[src/rtl/uart_rx.sv]
// 8-bit UART receiver: 2-flop synchronizer, mid-bit sampling FSM, valid/ready output with overrun.
// Optional even-parity checking is built when UART_RX_PARITY_EN is defined.
module uart_rx #(
  parameter int CLKS_PER_BIT = 868
) (
  input  logic       i_clock,
  input  logic       i_reset,
  input  logic       i_uart_rx,
  output logic [7:0] o_data,
  output logic       o_valid,
  input  logic       i_ready,
  output logic       o_frame_error,
  output logic       o_parity_error,
  output logic       o_overrun
);
  localparam int CW = $clog2(CLKS_PER_BIT);
  localparam logic [CW-1:0] HALF = CW'(CLKS_PER_BIT/2 - 1);
  localparam logic [CW-1:0] LAST = CW'(CLKS_PER_BIT - 1);

  typedef enum logic [2:0] {
    IDLE   = 3'd0,
    START  = 3'd1,
    DATA   = 3'd2,
`ifdef UART_RX_PARITY_EN
    PARITY = 3'd3,
`endif
    STOP   = 3'd4,
    BREAK  = 3'd5
  } state_t;

  state_t        state_q, state_d;
  logic [CW-1:0] cnt_q, cnt_d;
  logic [2:0]    bit_q, bit_d;
  logic [7:0]    shreg_q, shreg_d;
  logic [7:0]    data_q;
  logic          rx_meta_q, rx_s_q;
  logic          valid_q, ferr_q, ovr_q;
  logic          done_c, ferr_c, perr_c, par_bad;

`ifdef UART_RX_PARITY_EN
  logic bad_q, bad_d, perr_q;
  assign par_bad        = bad_q;
  assign o_parity_error = perr_q;

  always_ff @(posedge i_clock or posedge i_reset) begin
    if (i_reset) begin
      bad_q  <= 1'b0;
      perr_q <= 1'b0;
    end else begin
      bad_q  <= bad_d;
      perr_q <= perr_c;
    end
  end
`else
  assign par_bad        = 1'b0;
  assign o_parity_error = 1'b0;
`endif

  always_comb begin
    state_d = state_q;
    cnt_d   = cnt_q + CW'(1);
    bit_d   = bit_q;
    shreg_d = shreg_q;
    done_c  = 1'b0;
    ferr_c  = 1'b0;
    perr_c  = 1'b0;
`ifdef UART_RX_PARITY_EN
    bad_d   = bad_q;
`endif
    case (state_q)
      IDLE: begin
        cnt_d = '0;
`ifdef UART_RX_PARITY_EN
        bad_d = 1'b0;
`endif
        if (!rx_s_q) state_d = START;
      end
      START: if (cnt_q == HALF) begin
        // Line back high at mid start bit: treat as a glitch
        cnt_d   = '0;
        bit_d   = '0;
        state_d = rx_s_q ? IDLE : DATA;
      end
      DATA: if (cnt_q == LAST) begin
        cnt_d   = '0;
        shreg_d = {rx_s_q, shreg_q[7:1]};
        bit_d   = bit_q + 3'd1;
`ifdef UART_RX_PARITY_EN
        if (bit_q == 3'd7) state_d = PARITY;
`else
        if (bit_q == 3'd7) state_d = STOP;
`endif
      end
`ifdef UART_RX_PARITY_EN
      PARITY: if (cnt_q == LAST) begin
        cnt_d   = '0;
        state_d = STOP;
        if (^{shreg_q, rx_s_q}) begin
          perr_c = 1'b1;
          bad_d  = 1'b1;
        end
      end
`endif
      STOP: if (cnt_q == LAST) begin
        // A parity-failed frame never reports a framing error as well
        cnt_d = '0;
        if (rx_s_q) begin
          done_c  = !par_bad;
          state_d = IDLE;
        end else begin
          ferr_c  = !par_bad;
          state_d = BREAK;
        end
      end
      BREAK: begin
        cnt_d = '0;
        if (rx_s_q) state_d = IDLE;
      end
      default: state_d = IDLE;
    endcase
  end

  always_ff @(posedge i_clock or posedge i_reset) begin
    if (i_reset) begin
      rx_meta_q <= 1'b1;
      rx_s_q    <= 1'b1;
      state_q   <= IDLE;
      cnt_q     <= '0;
      bit_q     <= '0;
      shreg_q   <= '0;
      data_q    <= '0;
      valid_q   <= 1'b0;
      ferr_q    <= 1'b0;
      ovr_q     <= 1'b0;
    end else begin
      rx_meta_q <= i_uart_rx;
      rx_s_q    <= rx_meta_q;
      state_q   <= state_d;
      cnt_q     <= cnt_d;
      bit_q     <= bit_d;
      shreg_q   <= shreg_d;
      ferr_q    <= ferr_c;
      ovr_q     <= done_c && valid_q && !i_ready;
      if (done_c && (!valid_q || i_ready)) begin
        valid_q <= 1'b1;
        data_q  <= shreg_q;
      end else if (i_ready) begin
        valid_q <= 1'b0;
      end
    end
  end

  assign o_data        = data_q;
  assign o_valid       = valid_q;
  assign o_frame_error = ferr_q;
  assign o_overrun     = ovr_q;
endmodule
[config.mk]
export PLATFORM = sky130hd
export DESIGN_NAME = uart_rx
export DESIGN_NICKNAME = d
export VERILOG_FILES = /design/src/rtl/uart_rx.sv
export SDC_FILE = /design/constraint.sdc
export NUM_CORES = 1
export LEC_CHECK = 0
export ABC_CLOCK_PERIOD_IN_PS = 2560
export BUFFER_PORTS_ARGS = -buffer_cell sky130_fd_sc_hd__buf_2
export CORE_ASPECT_RATIO = 1.4
export CORE_MARGIN = 4
export CORE_UTILIZATION = 40
export CTS_CLUSTER_SIZE = 40
export DETAILED_ROUTE_END_ITERATION = 8
export GPL_TIMING_DRIVEN = 1
export SLEW_MARGIN = 0
export SYNTH_ARGS = -nofsm -noshare
export SYNTH_HDL_FRONTEND = slang
export SYNTH_SLANG_ARGS = --single-unit
[constraint.sdc]
create_clock -name i_clock -period 2.56 [get_ports i_clock]
set_clock_uncertainty 0.1 [all_clocks]
set_input_delay 0.512 -clock i_clock [delete_from_list [all_inputs] [get_ports i_clock]]
set_output_delay 0.512 -clock i_clock [all_outputs]
set_load 0.005 [all_outputs]
-- Word-level counts from Yosys, hierarchy flattened
Cells that the tools add are included.
- flip-flop bits (word level): 37
- input port bits: 4
- output and inout port bits: 12
- $add $sub $neg: 2
- equal/unequal tests: 13
- mux-type cells: 23
- reduce and logical (&&, ||, !) cells: 14
- operator list (cell ; number):
    $pmux 10 s3 ; 1
    $mux 3 ; 9
    $mux 10 ; 2
    $pmux 3 s5 ; 1
    $ne 2x2->1 const B ; 6
    $add 10x1->10 const B ; 1
    $eq 10x10->1 const B ; 1
    $eq 10x9->1 const B ; 1
    $eq 3x3->1 const B ; 3
    $mux 1 ; 8
    $pmux 3 s2 ; 1
    $reduce_and 6->1 ; 1
    $reduce_bool 2->1 ; 2
    $reduce_or 2->1 ; 2
    $add 3x1->3 const B ; 1
    $eq 3x1->1 const B ; 1
    $eq 3x2->1 const B ; 1
    $logic_and 1x1->1 ; 3
    $logic_not 3->1 ; 1
    $reduce_and 3->1 ; 1
    $logic_not 1->1 ; 2
    $mux 2 ; 1
    $reduce_and 2->1 ; 1
    $logic_or 1x1->1 ; 1

-- Longest topological paths before layout
Gate-level depths: netlist of the first run.
- word-level depth: 5
- depth in mapped cells: 7
- depth with buffers taken out: 6

-- Least setup slack after synthesis of the first run
Ideal clock, no wire load.
- path type: reg2reg
- start: register cnt_q[0]
- end: register bit_q[0]
- setup time: 125 ps
- arrival time: 1819 ps
- path slack: 516 ps
- stages on the path, launching flop included: 6
- clock period less this slack: 2044 ps
- cell sequence: dfrtp_1 -> ha_1 -> and4bb_2 -> and4_2 -> o21ai_0 -> mux2_2
- word-level cells in the longest chain between the ends: 3
- elaborated cells between the ends (all ways): 5
- ends and longest elaborated chain (item ; line ; text):
    start: declaration ; 32 ; logic [CW-1:0] cnt_q, cnt_d;
    start signal: assignment ; 139 ; cnt_q <= cnt_d;
    $eq 10x10->1 / $eq 10x9->1 (equally long branches) ; 84, 78 ;
    $ne 2x2->1 (no line) ; - ;
    $reduce_and 3->1 (no line) * ; - ;
    end signal: assignment ; 140 ; bit_q <= bit_d;
    end: declaration ; 33 ; logic [2:0] bit_q, bit_d;
Mark *: on every way between the ends. The rest lies on a longest branch, timed or not.
A chain may end at the register's enable or synchronous reset.

-- Worst setup path after layout of the first run
- start: register cnt_q[0]
- end: register data_q[5], in the netlist o_data[5]
- word-level cells in the longest chain between the ends: 4
- ends and longest elaborated chain (item ; line ; text):
    $eq 10x10->1 ; 104 ; STOP: if (cnt_q == LAST) begin
    $mux 1 ; 104 ;
    $mux 1 ; 70 ; case (state_q)
    $logic_and 1x1->1 ; 144 ; if (done_c && (!valid_q || i_ready)) begin
    end signal: assignment ; 146 ; data_q <= shreg_q;
    end: declaration ; 35 ; logic [7:0] data_q;
Every way passes these cells.

==> summary.md, run 1 <==
| Metric | Value |
|---|---|
| Status | completed |
| Post-cts resize count | 0 |
| DR vias/cell | 5.28 |
| Endpoint type of the worst setup path | flop |
| Hold_ws | 0.205 ns |
| GPL Wtd Cong | 0.810 |
| Inserted Clock Buffers | 5 |
| Post-synth EDFFs | 0 |
| Max-slew violations | 0 |
| Share of cells above drive strength 1 | 0.298 |
| Post-synthesis adder-cell area fraction | 0.0299 |
| Depth of the CTS H-tree | 2 |
| Final Hold Viols | 0 |
| Simple-gate share of the synthesized area | 0.165 |
| Max Fclk | 453 MHz |
| Max Cap Violations | 0 |
| Final worst setup slack | 0.351 ns |
| Largest net degree at the start of global routing | 38 |
| # DRC | 0 |
| Initial core utilization | 0.419 |
| Peak VDD IR | 0.421 mV |
| Avg WL per Cell | 14.0 µm |
| Number of global-route vias before repair | 1180 |
| Synth Area in XOR/XNOR | 0.0419 |
| Final setup violation count | 0 |
| Yosys reg bits | 37 |
| Top_reg_cell synth | dfrtp_1 |
| Fraction of registers with async set/reset | 1.00 |
| First-pass GRT wire length | 5180 µm |
| LEAKAGE | 0.000950 µW |
| Setup Buffers After CTS | 0 |
| DIE WIDTH | 62.6 µm |
| Slew at the pin closest to its max-slew limit | 0.549 ns |
| Power Density | 573 nW/µm² |
| Antenna Cells | 0 |
| CTS tree | yes |
| Antenna violations before repair | 0 |
| RSZ-0062 raised after global routing | false |
| Die Y | 84.5 µm |
| Sequential area share after synthesis | 0.555 |
| Routed via count | 1077 |
| CTS Hold Bufs | 0 |
| Clock Latency Late Sink | 0.29 ns |
| Final WL | 2870 µm |
| Setup slack, reg-to-reg | 0.35 ns |
| Cells after synthesis | 139 |
| Root Buffer | clkbuf_8 |
| Avg Cell Area, Syn | 12.0 µm² |
| Worst EP arrival | 2.28 ns |
| Tcrit/Tclk final | 0.863 |
| Port Buf Inserts | 14 |
| WP data required | 2.63 ns |
| Reg2reg end | o_data[5]$_DFFE_PP0P_ |
| Launching point of the worst reg2reg path | cnt_q[0]$_DFF_PP0_ |
| Synth Cell Area | 1670 µm² |
| Compound-gate portion of the synthesized area | 0.0487 |
| Max_slew headroom | 0.632 |
| Yosys warns | 0 |
| Reg2reg path depth | 5 |
| FP Rows | 27 |
| Synth-to-layout area growth | 14.2% |
| Hpwl dp | 2120 µm |
| Mux contribution to synthesized area | 0.126 |
| Clk sinks | 37 |
| CTS Buffer Depth | 2 |
| DRT iter0 DRCs | 27 |
| Die ar. | 5290 µm² |
| Final min period | 2.21 ns |
| Largest family of logic cells by synthesized area | simple AND/OR/NAND/NOR gates |
| GRT overflow | 0 |
| GRT Util Overall | 0.126 |
| Pre-CTS WS | 0.334 ns |
| # IOs | 16 |
| Setup CP Type | reg2reg |
| Pre-antenna DRT Iters | 4 |
| CP max FO | 8 |
| Syn nets | 147 |
| CTS clk-pin slew, worst paths | 0.08 ns |
| Nets | 168 |
| DRT antenna net count | 0 |
| Worst setup SP type | flop |
| Worst min path class | in2async |
| Final Util | 0.479 |
| Setup TNS | 0 ns |
| Total core area | 3990 µm² |
| Count of cell types in the netlist | 34 |
[worst max-delay path, cell delays in order, from the launching register on]
cell and delay [ns]:
dfrtp_1 0.40, ha_1 0.22, and4bb_2 0.30, nand2_1 0.10
nor4b_4 0.57, mux2_2 0.40
[how the worst max path moves through the flow]
stage	slack (ns)	endpoint	start	cells after the start
2_1_floorplan	0.52	bit_q[0]$_DFFE_PP0P_	cnt_q[0]$_DFF_PP0_	5
3_3_place_gp	0.40	o_data[6]$_DFFE_PP0P_	cnt_q[0]$_DFF_PP0_	5
3_5_place_dp	0.33	o_data[5]$_DFFE_PP0P_	cnt_q[0]$_DFF_PP0_	5
4_1_cts	0.32	o_data[5]$_DFFE_PP0P_	cnt_q[0]$_DFF_PP0_	5
5_1_grt	0.23	o_data[5]$_DFFE_PP0P_	cnt_q[0]$_DFF_PP0_	5
6_report	0.35	o_data[5]$_DFFE_PP0P_	cnt_q[0]$_DFF_PP0_	5
[metrics by stage]
step	cells	power [µW]	instance area, µm²
after global placement	196	616	1800
after floorplan	139	610	1670
final	204	1090	1910
after detailed placement	196	616	1800
after CTS	204	1110	1910
after global routing	204	1140	1910
[synthesized netlist by cell type (all sizes together), types with 2 or more instances]
library cell,count,share of area
a32o,2,0.012
a21oi,2,0.0060
and3,4,0.016
nor3,3,0.0090
nor2,12,0.027
nand3,5,0.015
dfrtp,35,0.52
dfstp,2,0.031
and4,2,0.011
mux2i,2,0.012
buf,3,0.012
nor4,2,0.0075
nand2,7,0.016
nand2b,3,0.011
inv,8,0.018
xor2,6,0.031
mux2,17,0.11
ha,4,0.030
nor3b,3,0.013
xnor2,2,0.010
o21ai,5,0.015
[where the power goes]
| part | leakage, µW | switching [µW] | internal (µW) |
|---|---|---|---|
| Clock | 0.0000554 | 198 | 292 |
| Combinational | 0.000400 | 11.8 | 3.29 |
| Sequential | 0.000495 | 1.70 | 587 |
[kinds of logic (layout without fill, tap and decap cells)]
| kind of cell | after synthesis | count (layout) |
|---|---|---|
| compound gates | 12 | 12 |
| other cells | 1 | 1 |
| simple gates | 47 | 47 |
| mux | 19 | 19 |
| xor+xnor | 8 | 8 |
| fa+ha+maj | 4 | 4 |
| buf+inv | 11 | 33 |
| flops | 37 | 37 |
[layout by cell type (no fill, tap or decap), types with 2 or more instances in the layout]
| cell type | count |
|---|---|
| mux2i_1 | 2 |
| inv_1 | 8 |
| o21ai_0 | 5 |
| nand2b_1 | 3 |
| xnor2_1 | 2 |
| a32o_1 | 2 |
| buf_2 | 14 |
| and3_1 | 3 |
| nor3_1 | 3 |
| clkbuf_8 | 5 |
| buf_4 | 3 |
| mux2_2 | 17 |
| nor4_1 | 2 |
| ha_1 | 4 |
| xor2_1 | 6 |
| dfstp_2 | 2 |
| a21oi_1 | 2 |
| nor3b_1 | 3 |
| nand3_1 | 5 |
| nand2_1 | 7 |
| nor2_1 | 12 |
| dfrtp_1 | 35 |
[registers in the layout, indices dropped and copies added, names as in the netlist]
register and count:
state_q 3, o_overrun 1, o_valid 1, cnt_q 10, rx_meta_q 1, o_frame_error 1, shreg_q 8, o_data 8
rx_s_q 1, bit_q 3
[layer usage]
layer | track usage | share of wire
met5 | 0 | 0
met4 | 0.0763 | 0.031
met3 | 0.0388 | 0.041
met2 | 0.217 | 0.51
met1 | 0.135 | 0.42
[layout make-up]
| type | count | area (µm²) |
|---|---|---|
| fill | 398 | 2080 |
| sequential | 37 | 928 |
| multi-input combinational | 91 | 693 |
| timing repair buffer | 17 | 92.6 |
| clock buffer | 6 | 72.6 |
| tap | 43 | 53.8 |
| clock inverter | 2 | 38.8 |
| inverter | 8 | 30.0 |
Power figures use the tool's default switching activity.
==> run 2, diff against run 1 <==
--- a/config.mk
+++ b/config.mk
@@ -5,7 +5,7 @@
 export SDC_FILE = /design/constraint.sdc
 export NUM_CORES = 1
 export LEC_CHECK = 0
-export ABC_CLOCK_PERIOD_IN_PS = 2560
+export ABC_CLOCK_PERIOD_IN_PS = 2800
 export BUFFER_PORTS_ARGS = -buffer_cell sky130_fd_sc_hd__buf_2
 export CORE_ASPECT_RATIO = 1.4
 export CORE_MARGIN = 4
==> constraint.sdc (replaced) <==
create_clock -name i_clock -period 2.8 [get_ports i_clock]
set_clock_uncertainty 0.1 [all_clocks]
set_input_delay 0.56 -clock i_clock [delete_from_list [all_inputs] [get_ports i_clock]]
set_output_delay 0.56 -clock i_clock [all_outputs]
set_load 0.005 [all_outputs]
==> run 2 against run 1 <==
First-iteration DRC count increased by 3.7%. Via count decreased by 0.19%. Register-to-register slack improved by 0.21 ns. Fmax decreased by 1.5%. Sequential power decreased by 8.7%. Power decreased by 7.9%. Largest power group unchanged. Highest routed layer unchanged.
==> summary.md, run 2 (synthesis results as in run 1) <==
| Metric | Value |
|---|---|
| Status | completed |
| Setup CP Type | reg2reg |
| Max-slew violations | 0 (unchanged) |
| Nets | 166 (-1.2%) |
| CTS Buffer Depth | 2 (unchanged) |
| Placed cells | 194 (-1.0%) |
| DIE WIDTH | 62.6 µm (unchanged) |
| Filler cells | 380 (-4.5%) |
| Number of global-route vias before repair | 1088 (-7.8%) |
| DRT iter0 DRCs | 28 (+3.7%) |
| Clk sinks | 37 (unchanged) |
| Max_slew headroom | 0.613 (-0.0194) |
| Die Y | 84.5 µm (unchanged) |
| Biggest register | cnt_q |
| First-pass GRT wire length | 4950 µm (-4.3%) |
| Endpoint type of the worst setup path | flop |
| Post-cts resize count | 0 (unchanged) |
| Inserted Clock Buffers | 5 (unchanged) |
| Launching point of the worst reg2reg path | cnt_q[0]$_DFF_PP0_ |
| Worst EP arrival | 2.32 ns (+0.04 ns) |
| Max reg flops | 10 (unchanged) |
| Worst min path class | in2async |
| Final Hold Viols | 0 (unchanged) |
| Hpwl dp | 1960 µm (-7.7%) |
| Final std cells w/o fill | 202 (-0.98%) |
| Avg WL per Cell | 13.7 µm (-2.7%) |
| Commonest non-fill, non-tap cell in the layout | dfrtp_1 |
| Peak VDD IR | 0.484 mV (+15%) |
| Routed via count | 1075 (-0.19%) |
| Total core area | 3990 µm² (unchanged) |
| Initial core utilization | 0.419 (unchanged) |
| GRT overflow | 0 (unchanged) |
| Reg2reg path depth | 5 (unchanged) |
| CTS tree | yes |
| WP data required | 2.88 ns (+0.25 ns) |
| CTS Hold Bufs | 0 (unchanged) |
| Clock Latency Late Sink | 0.29 ns (about the same) |
| Slew at the pin closest to its max-slew limit | 0.579 ns (+0.0290 ns) |
| # IOs | 16 (unchanged) |
| Setup slack, reg-to-reg | 0.56 ns (+0.21 ns) |
| Root Buffer | clkbuf_8 |
| Setup TNS | 0 ns (unchanged) |
| Final setup violation count | 0 (unchanged) |
| Power Density | 532 nW/µm² (-7.2%) |
| GPL Wtd Cong | 0.798 (-1.5%) |
| Tcrit/Tclk final | 0.801 (-0.0622) |
| RSZ-0062 raised after global routing | false |
| Synth-to-layout area growth | 13.3% |
| GRT Util Overall | 0.119 (-0.00750) |
| CP max FO | 8 (unchanged) |
| Depth of the CTS H-tree | 2 (unchanged) |
| Setup crit start | cnt_q[0]$_DFF_PP0_ |
| Final min period | 2.24 ns (+0.0328 ns) |
| Antenna violations before repair | 0 (unchanged) |
| Die ar. | 5290 µm² (unchanged) |
| Largest net degree at the start of global routing | 38 (unchanged) |
| Reg2reg end | o_data[0]$_DFFE_PP0P_ |
| # DRC | 0 (unchanged) |
| CTS clk-pin slew, worst paths | 0.07 ns (about the same) |
| Pre-antenna DRT Iters | 5 (+1) |
| Share of cells above drive strength 1 | 0.289 (-0.00883) |
| Most frequent cells in the layout | dfrtp_1, mux2_2, buf_2, nor2_1, inv_1 |
| Max Cap Violations | 0 (unchanged) |
| Antenna Cells | 0 (unchanged) |
| Port Buf Inserts | 14 (unchanged) |
| Worst setup SP type | flop |
| DRT antenna net count | 0 (unchanged) |
| Max Fclk | 446 MHz (-1.5%) |
| Final WL | 2760 µm (-3.7%) |
| FP Rows | 27 (unchanged) |
| Setup Buffers After CTS | 0 (unchanged) |
| DR vias/cell | 5.32 (+0.80%) |
| LEAKAGE | 0.000941 µW (-1.0%) |
run 2: cell count changes in the layout (fill, tap and decap cells not counted), sizes merged:
cell  before  now
buf       17   15
run 2: cell type report:
cell class | instances | area [µm²] | share of cell area
Clock inverter | 2 | 38.8 | 0.0205
Multi-Input combinational cell | 91 | 693 | 0.366
Timing Repair Buffer | 15 | 77.6 | 0.0410
Clock buffer | 6 | 72.6 | 0.0383
Sequential cell | 37 | 928 | 0.490
Tap cell | 43 | 53.8 | 0.0284
Inverter | 8 | 30.0 | 0.0159
run 2: per-layer routing:
metal,vias to the layer above,part of all wire,GRT usage
met3,6,0.042,0.0335
met4,0,0.018,0.0663
met5,-,0,0
met1,524,0.44,0.143
li1,520,-,-
met2,25,0.50,0.190
run 2: worst max-delay path by stage:
stage | end | slack [ns] | depth (start not counted)
3_3_place_gp | o_data[6]$_DFFE_PP0P_ | 0.58 | 5
4_1_cts | o_data[5]$_DFFE_PP0P_ | 0.52 | 5
3_5_place_dp | o_data[5]$_DFFE_PP0P_ | 0.54 | 5
5_1_grt | o_data[5]$_DFFE_PP0P_ | 0.42 | 5
2_1_floorplan | bit_q[0]$_DFFE_PP0P_ | 0.76 | 5
6_report | o_data[0]$_DFFE_PP0P_ | 0.56 | 5
run 2: worst max-delay path: stages (launching register included):
cell,delay (ns)
dfrtp_1,0.41
ha_1,0.22
and4bb_2,0.30
nand2_1,0.11
nor4b_4,0.59
mux2_2,0.40
run 2: through the flow:
step / area, µm² / power (µW) / util / hold slack (ns) / worst slack [ns]
after floorplan: 1670 / 558 / - / 0.245 / 0.756
after global placement: 1780 / 563 / 0.447 / 0.247 / 0.584
after detailed placement: 1780 / 563 / 0.447 / 0.249 / 0.536
after CTS: 1890 / 1030 / 0.475 / 0.251 / 0.522
after global routing: 1890 / 1050 / 0.475 / 0.251 / 0.419
final: 1890 / 1010 / 0.475 / 0.252 / 0.558
run 2: where the power goes:
part           leakage, µW  internal [µW]  total [µW]  switching, µW
logic             0.000390           3.01        13.8           10.8
registers         0.000495            537         538           1.54
clock network    0.0000554            267         456            188
==> run 3, diff against run 2 <==
--- a/config.mk
+++ b/config.mk
@@ -5,7 +5,7 @@
 export SDC_FILE = /design/constraint.sdc
 export NUM_CORES = 1
 export LEC_CHECK = 0
-export ABC_CLOCK_PERIOD_IN_PS = 2800
+export ABC_CLOCK_PERIOD_IN_PS = 1800
 export BUFFER_PORTS_ARGS = -buffer_cell sky130_fd_sc_hd__buf_2
 export CORE_ASPECT_RATIO = 1.4
 export CORE_MARGIN = 4
==> constraint.sdc (replaced) <==
create_clock -name i_clock -period 1.8 [get_ports i_clock]
set_clock_uncertainty 0.1 [all_clocks]
set_input_delay 0.36 -clock i_clock [delete_from_list [all_inputs] [get_ports i_clock]]
set_output_delay 0.36 -clock i_clock [all_outputs]
set_load 0.005 [all_outputs]
==> run 3 against run 2 <==
The flow now finishes with violations (setup timing). Critical endpoint is now o_data[7]$_DFFE_PP0P_. Critical path type unchanged. Combinational power up 86%. Worst hold slack worse by 0.19 ns. Clock power grew 61%. Die area unchanged.
==> summary.md, run 3 (synthesis results as in run 1) <==
| Metric | Value |
|---|---|
| Status | finished, violations left |
| Violated checks | setup timing |
| CP max FO | 8 (unchanged) |
| Int Pwr | 1290 µW (+60%) |
| Endpoint type of the worst setup path | flop |
| DRT iter0 DRCs | 28 (unchanged) |
| CTS Buffer Depth | 2 (unchanged) |
| Commonest non-fill, non-tap cell in the layout | dfrtp_1 |
| Final WL | 3350 µm (+21%) |
| Clock Latency Late Sink | 0.28 ns (about the same) |
| Setup CP Type | reg2reg |
| Cell Area, Placed | 1940 µm² (+9.0%) |
| Number of global-route vias before repair | 1251 (+15%) |
| First-pass GRT wire length | 5520 µm (+11%) |
| WP data required | 1.87 ns (-1.01 ns) |
| Max Fclk | 522 MHz (+17%) |
| Flop pwr share | 0.524 (-0.010) |
| Final worst setup slack | -0.116 ns (-0.674 ns) |
| Comb power frac | 0.016 (+0.002) |
| Clock share of power | 0.460 (+0.008) |
| CTS tree | yes |
| Total core area | 3990 µm² (unchanged) |
| FP Rows | 27 (unchanged) |
| Worst setup SP type | flop |
| Final Hold Viols | 0 (unchanged) |
| LEAKAGE | 0.00109 µW (+16%) |
| Initial core utilization | 0.419 (unchanged) |
| GRT Util Overall | 0.133 (+0.0141) |
| Most frequent cells in the layout | dfrtp_1, buf_4, buf_2, mux2_2, inv_1 |
| Switching share of power | 0.190 (-0.00871) |
| Pre-antenna DRT Iters | 4 (-1) |
| DRT antenna net count | 0 (unchanged) |
| DIE WIDTH | 62.6 µm (unchanged) |
| Peak VDD IR | 0.415 mV (-14%) |
| Max Cap Violations | 0 (unchanged) |
| Hpwl dp | 2310 µm (+18%) |
| Worst EP arrival | 1.98 ns (-0.34 ns) |
| Biggest register | cnt_q |
| Depth of the CTS H-tree | 2 (unchanged) |
| Avg WL per Cell | 14.9 µm (+9.4%) |
| Setup TNS | -1.56 ns (-1.56 ns) |
| Synth-to-layout area growth | 32.4% |
| Antenna Cells | 0 (unchanged) |
| # IOs | 16 (unchanged) |
| Filler cells | 337 (-11%) |
| Share of cells above drive strength 1 | 0.464 (+0.175) |
| Final min period | 1.92 ns (-0.326 ns) |
| Inserted Clock Buffers | 5 (unchanged) |
| Pre-CTS WS | -0.151 ns (-0.688 ns) |
| DR vias/cell | 5.37 (+0.83%) |
| Largest net degree at the start of global routing | 38 (unchanged) |
| Max-slew violations | 0 (unchanged) |
| Clk sinks | 37 (unchanged) |
| Tcrit/Tclk final | 1.06 (+0.264) |
| Final setup violation count | 20 (+20) |
| Final Cell Area | 2210 µm² (+17%) |
| Worst min path class | in2async |
| Antenna violations before repair | 0 (unchanged) |
| Sw power | 304 µW (+51%) |
| Root Buffer | clkbuf_8 |
| CTS clk-pin slew, worst paths | 0.07 ns (about the same) |
| GPL Wtd Cong | 0.854 (+7.1%) |
| Max reg flops | 10 (unchanged) |
| Routed via count | 1202 (+12%) |
| RSZ-0062 raised after global routing | true |
| Die ar. | 5290 µm² (unchanged) |
| Power Density | 721 nW/µm² (+35%) |
| Port Buf Inserts | 14 (unchanged) |
| Die Y | 84.5 µm (unchanged) |
| CTS Hold Bufs | 0 (unchanged) |
| GRT overflow | 0 (unchanged) |
| # DRC | 0 (unchanged) |
| Nets | 188 (+13%) |
## run 3: changes by cell type in the layout (fill, tap and decap cells not counted), sizes merged
cell	delta
clkinv	-1
buf	+22
clkinvlp	+1
## run 3: layer usage
metal | vias up | track usage | share of wire | wire [µm]
met5 | - | 0 | 0 | 0
met4 | 0 | 0.0582 | 0.018 | 59
met3 | 8 | 0.0295 | 0.036 | 121
met2 | 26 | 0.246 | 0.56 | 1890
met1 | 602 | 0.143 | 0.38 | 1280
li1 | 566 | - | - | -
## run 3: power groups by stage
stage | sequential (µW) | combinational [µW] | clock [µW]
floorplan | 853 | 15.5 | 0
global placement | 852 | 25.6 | 0
detailed placement | 852 | 26.7 | 0
CTS | 836 | 26.5 | 757
global route | 836 | 29.4 | 798
finish | 836 | 25.6 | 733
## run 3: layout make-up
| class | count | area (µm²) | share of cell area |
|---|---|---|---|
| inverter | 8 | 30.0 | 0.0136 |
| multi-input combinational | 91 | 818 | 0.370 |
| sequential | 37 | 928 | 0.419 |
| tap | 43 | 53.8 | 0.0243 |
| clock buffer | 6 | 82.6 | 0.0373 |
| timing repair buffer | 37 | 263 | 0.119 |
| clock inverter | 2 | 37.5 | 0.0170 |
## run 3: critical path, cell delays in order, from the launching register on
cell and delay [ns]:
dfrtp_1 0.36, ha_2 0.18, and4bb_2 0.29, nand2_2 0.08, nor4b_4 0.28, buf_6 0.17
mux2_2 0.34
## run 3: final timing paths
kind | start | endpoint | slack, ns | cells past startpoint
max in group asynchronous | i_reset | rx_s_q$_DFF_PP1_ | 1.18 | 3
worst min register to register | rx_meta_q$_DFF_PP1_ | rx_s_q$_DFF_PP1_ | 0.27 | 0
min in group i_clock | i_uart_rx | rx_meta_q$_DFF_PP1_ | 0.07 | 1
worst max register to register | cnt_q[1]$_DFF_PP0_ | o_data[7]$_DFFE_PP0P_ | -0.12 | 6
worst min-delay path | i_reset | o_data[4]$_DFFE_PP0P_ | 0.07 | 3
worst max-delay path | cnt_q[1]$_DFF_PP0_ | o_data[7]$_DFFE_PP0P_ | -0.12 | 6
## run 3: stage by stage
| step | cells | utilization | total power, µW | hold WS [ns] |
|---|---|---|---|---|
| 2_1_floorplan | 139 | - | 868 | 0.245 |
| 3_3_place_gp | 213 | 0.487 | 878 | 0.249 |
| 3_5_place_dp | 213 | 0.487 | 879 | 0.259 |
| 4_1_cts | 222 | 0.523 | 1620 | 0.0611 |
| 5_1_grt | 224 | 0.555 | 1660 | 0.0591 |
| 6_report | 224 | 0.555 | 1600 | 0.0666 |
## run 3: what timing repair did
| action | in CTS | in global routing |
|---|---|---|
| setup endpoints to repair | 19 | 30 |
| setup buffers | 1 | 2 |
| gates resized for setup | 4 | 28 |
| pin swaps | 0 | 1 |
